### src/rtl/gen_sample_fifo.sv
// Single-clock sample FIFO between the function generator and its consumer.
// Registered read port (1-cycle latency), next-state flags, sticky error bits.
module gen_sample_fifo #(
   parameter int DATA_WIDTH   = 32,
   parameter int ADDR_WIDTH   = 4,
   parameter int AFULL_LEVEL  = 12,
   parameter int AEMPTY_LEVEL = 2
) (
   input  logic                  clk,
   input  logic                  rst,
   input  logic                  wr_en_i,
   input  logic [DATA_WIDTH-1:0] data_i,
   input  logic                  rd_en_i,
   output logic [DATA_WIDTH-1:0] data_o,
   output logic                  rd_valid_o,
   output logic                  full_o,
   output logic                  empty_o,
   output logic                  almost_full_o,
   output logic                  almost_empty_o,
   output logic [ADDR_WIDTH:0]   count_o,
   output logic                  overflow_o,
   output logic                  underflow_o
);

   localparam int                DEPTH    = 2 ** ADDR_WIDTH;
   localparam logic [ADDR_WIDTH:0] C_DEPTH  = (ADDR_WIDTH + 1)'(DEPTH);
   localparam logic [ADDR_WIDTH:0] C_AFULL  = (ADDR_WIDTH + 1)'(AFULL_LEVEL);
   localparam logic [ADDR_WIDTH:0] C_AEMPTY = (ADDR_WIDTH + 1)'(AEMPTY_LEVEL);

   logic [DATA_WIDTH-1:0] r_mem [DEPTH];
   logic [ADDR_WIDTH-1:0] r_wr_ptr;
   logic [ADDR_WIDTH-1:0] r_rd_ptr;
   logic [ADDR_WIDTH:0]   r_count;
   logic [DATA_WIDTH-1:0] r_data;
   logic                  r_rd_valid;
   logic                  r_full;
   logic                  r_empty;
   logic                  r_afull;
   logic                  r_aempty;
   logic                  r_overflow;
   logic                  r_underflow;

   logic                  w_rd_acc;
   logic                  w_wr_acc;
   logic [ADDR_WIDTH:0]   w_count_nxt;

   // A full FIFO still takes a write when the same edge frees a slot.
   assign w_rd_acc = rd_en_i & ~r_empty;
   assign w_wr_acc = wr_en_i & (~r_full | w_rd_acc);

   always_comb begin
      // NOTE: default assignment first, so no path leaves w_count_nxt unassigned (no latch).
      w_count_nxt = r_count;
      if (w_wr_acc && !w_rd_acc)
         w_count_nxt = r_count + 1'b1;
      else if (w_rd_acc && !w_wr_acc)
         w_count_nxt = r_count - 1'b1;
   end

   // NOTE: storage array has no reset; the pointers alone define which entries are live.
   always_ff @(posedge clk) begin
      if (rst && w_wr_acc)
         r_mem[r_wr_ptr] <= data_i;
   end

   // NOTE: non-blocking assignments throughout, so every register samples pre-edge values.
   always_ff @(posedge clk) begin
      if (!rst) begin
         r_wr_ptr    <= '0;
         r_rd_ptr    <= '0;
         r_count     <= '0;
         r_data      <= '0;
         r_rd_valid  <= 1'b0;
         r_full      <= 1'b0;
         r_empty     <= 1'b1;
         r_afull     <= 1'b0;
         r_aempty    <= 1'b1;
         r_overflow  <= 1'b0;
         r_underflow <= 1'b0;
      end else begin
         if (w_wr_acc)
            r_wr_ptr <= r_wr_ptr + 1'b1;
         if (w_rd_acc) begin
            r_data   <= r_mem[r_rd_ptr];
            r_rd_ptr <= r_rd_ptr + 1'b1;
         end
         r_rd_valid  <= w_rd_acc;
         r_count     <= w_count_nxt;
         // Flags come from the next count so they line up with count_o.
         r_full      <= (w_count_nxt == C_DEPTH);
         r_empty     <= (w_count_nxt == '0);
         r_afull     <= (w_count_nxt >= C_AFULL);
         r_aempty    <= (w_count_nxt <= C_AEMPTY);
         r_overflow  <= r_overflow  | (wr_en_i & ~w_wr_acc);
         r_underflow <= r_underflow | (rd_en_i & r_empty);
      end
   end

   assign data_o         = r_data;
   assign rd_valid_o     = r_rd_valid;
   assign full_o         = r_full;
   assign empty_o        = r_empty;
   assign almost_full_o  = r_afull;
   assign almost_empty_o = r_aempty;
   assign count_o        = r_count;
   assign overflow_o     = r_overflow;
   assign underflow_o    = r_underflow;

endmodule

### config.mk
export PLATFORM = sky130hd
export DESIGN_NAME = gen_sample_fifo
export DESIGN_NICKNAME = d
export VERILOG_FILES = /design/src/rtl/gen_sample_fifo.sv
export SDC_FILE = /design/constraint.sdc
export NUM_CORES = 1
export LEC_CHECK = 0
export BUFFER_PORTS_ARGS = -buffer_cell sky130_fd_sc_hd__buf_2
export CAP_MARGIN = 20
export CORE_MARGIN = 3
export CORE_UTILIZATION = 60
export DETAILED_ROUTE_END_ITERATION = 8
export PLACE_DENSITY = 0.78
export RECOVER_POWER = 50
export SLEW_MARGIN = 20
export SYNTH_ARGS = -nofsm -noshare
export SYNTH_HDL_FRONTEND = slang
export SYNTH_SLANG_ARGS = --single-unit
### constraint.sdc
create_clock -name clk -period 3.8 [get_ports clk]
set_input_delay 0.19 -clock clk [delete_from_list [all_inputs] [get_ports clk]]
set_output_delay 0.19 -clock clk [all_outputs]
set_load 0.01 [all_outputs]
## Word-level counts from Yosys, hierarchy flattened

Memory sizes are Yosys's and may differ from the RTL's. A register that Yosys moved wholly into a read port is not among the register bits.
Cells that the tools add are included.

- Bitwise logic cells: 10
- Eq/ne operators: 1
- Muxes and demuxes: 4
- $add $sub $neg: 4
- $lt $le $gt $ge: 2
- Reduce and logical (&&, ||, !) cells: 7

Operator list:

| cell | count |
|---|---|
| $mux W5 | 2 |
| $add A4 B1 Y4 const B | 2 |
| $add A5 B1 Y5 const B | 1 |
| $eq A5 B5 Y1 const B | 1 |
| $ge A5 B4 Y1 const B | 1 |
| $le A5 B2 Y1 const B | 1 |
| $logic_not A5 Y1 | 1 |
| $sub A5 B1 Y5 const B | 1 |
| $and A1 B1 Y1 | 4 |
| $logic_and A1 B1 Y1 | 3 |
| $logic_not A1 Y1 | 3 |
| $not A1 Y1 | 3 |
| $or A1 B1 Y1 | 3 |
| $mux W1 | 2 |

- Output and inout bits: 44
- Flip-flop bits (word level): 20
- Word-level logic and storage cells: 39
- Bits in writable memories: 512
- Bits of input ports: 36
- Memories: 1

Memories:

| name | depth | bits a word | read ports | clocked after memory_dff | wr ports | line | text |
|---|---|---|---|---|---|---|---|
| r_mem | 16 | 32 | 1 | 1 | 1 | 30 | `logic [DATA_WIDTH-1:0] r_mem [DEPTH];` |

## Longest topological paths before layout

- Word-level depth: 9
- Gate-level depth with buffers: 8

## Worst setup path after synthesis

Ideal clock, no wire load.

- Kind: flip-flop to flip-flop
- From: reg r_empty, in the netlist empty_o
- To: mem r_mem[11][0] (enable)
- Setup slack: 839 ps
- Cell stages (with the launch flop): 6
- Library setup time: 421 ps
- Buffers on the path: 1
- Arrival: 2539 ps
- Cells stage by stage: dfxtp_1 nand2b_1 buf_2 a21boi_2 nand2_1 nor2_1

- Word-level cells in the longest chain between the ends: 7

RTL lines:

| what | line | text |
|---|---|---|
| start: declaration | 37 | `logic r_empty;` |
| start signal: assignment | 91 | `r_empty <= (w_count_nxt == '0);` |
| $not A1 Y1 | 48 | `assign w_rd_acc = rd_en_i & ~r_empty;` |
| $and A1 B1 Y1 | 48 |  |
| $or A1 B1 Y1 | 49 | `assign w_wr_acc = wr_en_i & (~r_full \| w_rd_acc);` |
| $and A1 B1 Y1 | 49 |  |
| $logic_and A1 B1 Y1 | 62 | `if (rst && w_wr_acc)` |
| $mux W1 | 62 |  |
| $mux W1 (implied by the code) | 63 | `r_mem[r_wr_ptr] <= data_i;` |
| end: declaration | 30 |  |

Every way passes these cells.

## Worst setup path in the final report

- From: reg r_empty, in the netlist empty_o
- To: mem r_mem[15][16] (enable)

The elaborated chain is that of the path after synthesis.

==> metrics <==
Reg clk slew, reported paths about 60 ps; Reg-to-Reg End r_mem[15][16]; Slew @ Worst Pin roughly 940 ps; Routed Antenna Nets 0; yosys warns 0; crit path kind reg -> reg; Net Switching between 2000 and 3000 uW; Hold Slack ~420 ps; Buffers on Ports 79; Combinational Power Share 0.075; mapped cell area roughly 22,000 sq um; Clock power frac 0.405; die width ~200 um; Num CTS Buffers 53; Row Count 69; top_reg_cell synth edfxtp_1; first-pass GRT wire length about 71,000 um; detailed-route wire length roughly 47,000 um; Final min period 2830 ps; critical path capture point type flip-flop; Post-synth EDFFs about 510; setup TNS 0 ps; worst-case clock buffer depth 3; WHS Endpoint underflow_o; Net Sw Frac 0.219; Fmax approximately 350 MHz; DP Cell Count 1,678; Slew Limit Headroom 0.372; largest area contributor in the netlist edfxtp_1; Area growth syn-to-layout 14.6%; Skew-Pair Late Insertion Delay roughly 600 ps; CP max FO 24; Net Count, Synth around 1,200; Internal ~10,000 uW; LEAKAGE between 0.007 and 0.008 uW; unrepaired setup endpoints after global routing no; Cell Pwr Density roughly 540 nW/um^2; hpwl dp 26,100 um; Critical Path AT between 3000 and 4000 ps; Die Y between 150 and 200 um; die area 38,500 sq um; Reg power frac 0.521; Core Footprint about 36,000 sq um; Clock Sinks ~560; net count reported at finish roughly 1,400; top post-synthesis cells by area edfxtp_1, mux4_2, dfxtp_1; root buf cell clkbuf_16; Synth Instances about 1,200; worst min-delay path class in -> reg; max-slew violation count 0; Setup Viol. Count Final 0; drt drc 0; Starting Density 0.609; wire per inst 26.0 um; vias in the first global route approximately 12,000; Reg2Reg Depth 5; Peak VDD IR approximately 0.43 mV; synthesized area per cell approximately 19 sq um; drt pass-1 iters 5; GRT overflow 0; Worst Setup SP empty_o; Tot GR Track Use 0.249; Worst Clk Skew ~19 ps; sequential area share after synthesis 0.756; maximum capacitance violations 0; RD Place Congestion 0.795; hold_sp rd_en_i; reg2reg start empty_o; post-CTS setup buffer count 0; total number of vias between 10,000 and 15,000; Startpoint Class flip-flop; status complete, no violations; drt initial violations roughly 1,000; I/O Pins 80; H-tree Lvls 2; Synth top area share 0.708; cts repair resizes 0; Total Power 13,400 uW; Final Hold Viols 0; Post-Layout Cell Count 1,812; pin count of the biggest net entering global routing ~80; CTS tree built; initial antenna violation count 0; period utilization 0.744; Synth Register Bits between 500 and 600; Worst EP required about 4100 ps; share of post-route cells with drive strength above 1 0.185; asr flop ratio synth 0; R2R Setup Slk about 970 ps; vias per std cell 6.18; Min-Delay Path Depth 4; n_diodes 0; Cell variety after synth 46
## per-layer routing
| layer | up-vias | wire length (um) | GRT usage |
|---|---|---|---|
| met5 | - | 0 | 0 |
| met4 | 0 | 1410 | 0.0797 |
| met3 | 86 | 3390 | 0.0534 |
| met2 | 442 | 23600 | 0.411 |
| met1 | 5734 | 18700 | 0.339 |
| li1 | 4940 | - | - |
## sequential cells by signal, summed over array words and instances, names as in the netlist
register        cells
almost_empty_o      1
empty_o             1
full_o              1
r_mem             512
r_wr_ptr            4
underflow_o         1
rd_valid_o          1
data_o             32
almost_full_o       1
r_rd_ptr            4
count_o             5
overflow_o          1
## cells in the final DEF (no fill, tap or decap), types with 9 or more instances in the layout
cell,synthesis,routed
bufinv_16,0,9
clkbuf_1,19,85
nand2_1,46,47
a22oi_1,32,32
nor2_4,0,18
dfxtp_1,52,50
clkbuf_16,0,53
nor2_1,31,12
mux2i_1,94,94
nand3_1,36,36
a211oi_1,32,32
buf_4,13,34
dlygate4sd3_1,0,35
nor2b_1,66,65
edfxtp_1,512,512
mux4_2,66,66
a21oi_1,36,36
clkinv_2,0,12
a221oi_2,31,31
## logic make-up (layout without fill, tap and decap cells)
kind of cell | Yosys count | count (layout) | share of synthesized area
flip-flops | 564 | 564 | 0.756
AND/OR/NAND/NOR | 203 | 203 | 0.0488
multiplexers | 161 | 161 | 0.112
AO/OA/AOI/OAI | 146 | 146 | 0.0572
buffers and inverters | 69 | 260 | 0.0180
XOR/XNOR | 10 | 10 | 0.00403
adder cells (fa/ha/maj) | 7 | 7 | 0.00403
## synthesized netlist by cell type, types with 2 or more instances
cell,count
nand3_1,36
buf_6,5
a31oi_1,2
edfxtp_1,512
mux2i_1,94
nand4_1,2
buf_2,24
nand2_1,46
nor2b_1,66
nand3b_1,3
nand2b_1,5
inv_1,6
ha_1,7
a22oi_1,32
nor2_1,31
clkbuf_1,19
a221oi_2,31
xor2_1,7
mux4_2,66
dfxtp_1,52
a21oi_1,36
a221oi_1,2
buf_4,13
xnor2_1,3
and2_1,4
nor3_1,2
a211oi_1,32
o21ai_0,4
## stage by stage
stage	util	setup WS, ps	area, sq um
3_5_place_dp	0.641	897	22900
4_1_cts	0.701	881	25000
5_1_grt	0.698	745	24900
3_3_place_gp	0.641	994	22900
2_1_floorplan	-	839	21700
6_report	0.698	974	24900
## what timing repair did
item,in CTS,in global routing
hold buffers,35,0
endpoints found under the hold margin,514,0
endpoints found under the setup margin,0,0
## layout make-up
cell class                      instances  area (sq um)
Timing Repair Buffer                  155          1030
Sequential cell                       564         16400
Clock inverter                         38           434
Tap cell                              461           577
Multi-Input combinational cell        527          5060
Fill cell                            2255         10800
Inverter                                6          22.5
Clock buffer                           61          1360
## critical path, stage by stage (launching register included)
cell      delay (ps)
dfxtp_1          350
nand2b_1         310
a21boi_2         410
nand2_1          350
nor2_4           820
buf_4            280
## power groups by stage
stage,logic (uW),registers [uW],clock network (uW)
finish,1000,6980,5420
global route,1090,6990,5720
CTS,1040,6970,5500
detailed placement,995,7110,0
global placement,975,7100,0
floorplan,655,7090,0
## worst max-delay path by stage
stage / slack, ps / end / cells after the start
final: 970 / r_mem[15][16] / 5
after detailed placement: 900 / r_mem[15][22] / 5
after global placement: 990 / r_mem[15][18] / 5
after global routing: 750 / r_mem[15][18] / 5
after floorplan: 840 / r_mem[11][0] / 5
after CTS: 880 / r_mem[15][16] / 5
Power figures use the tool's default switching activity.
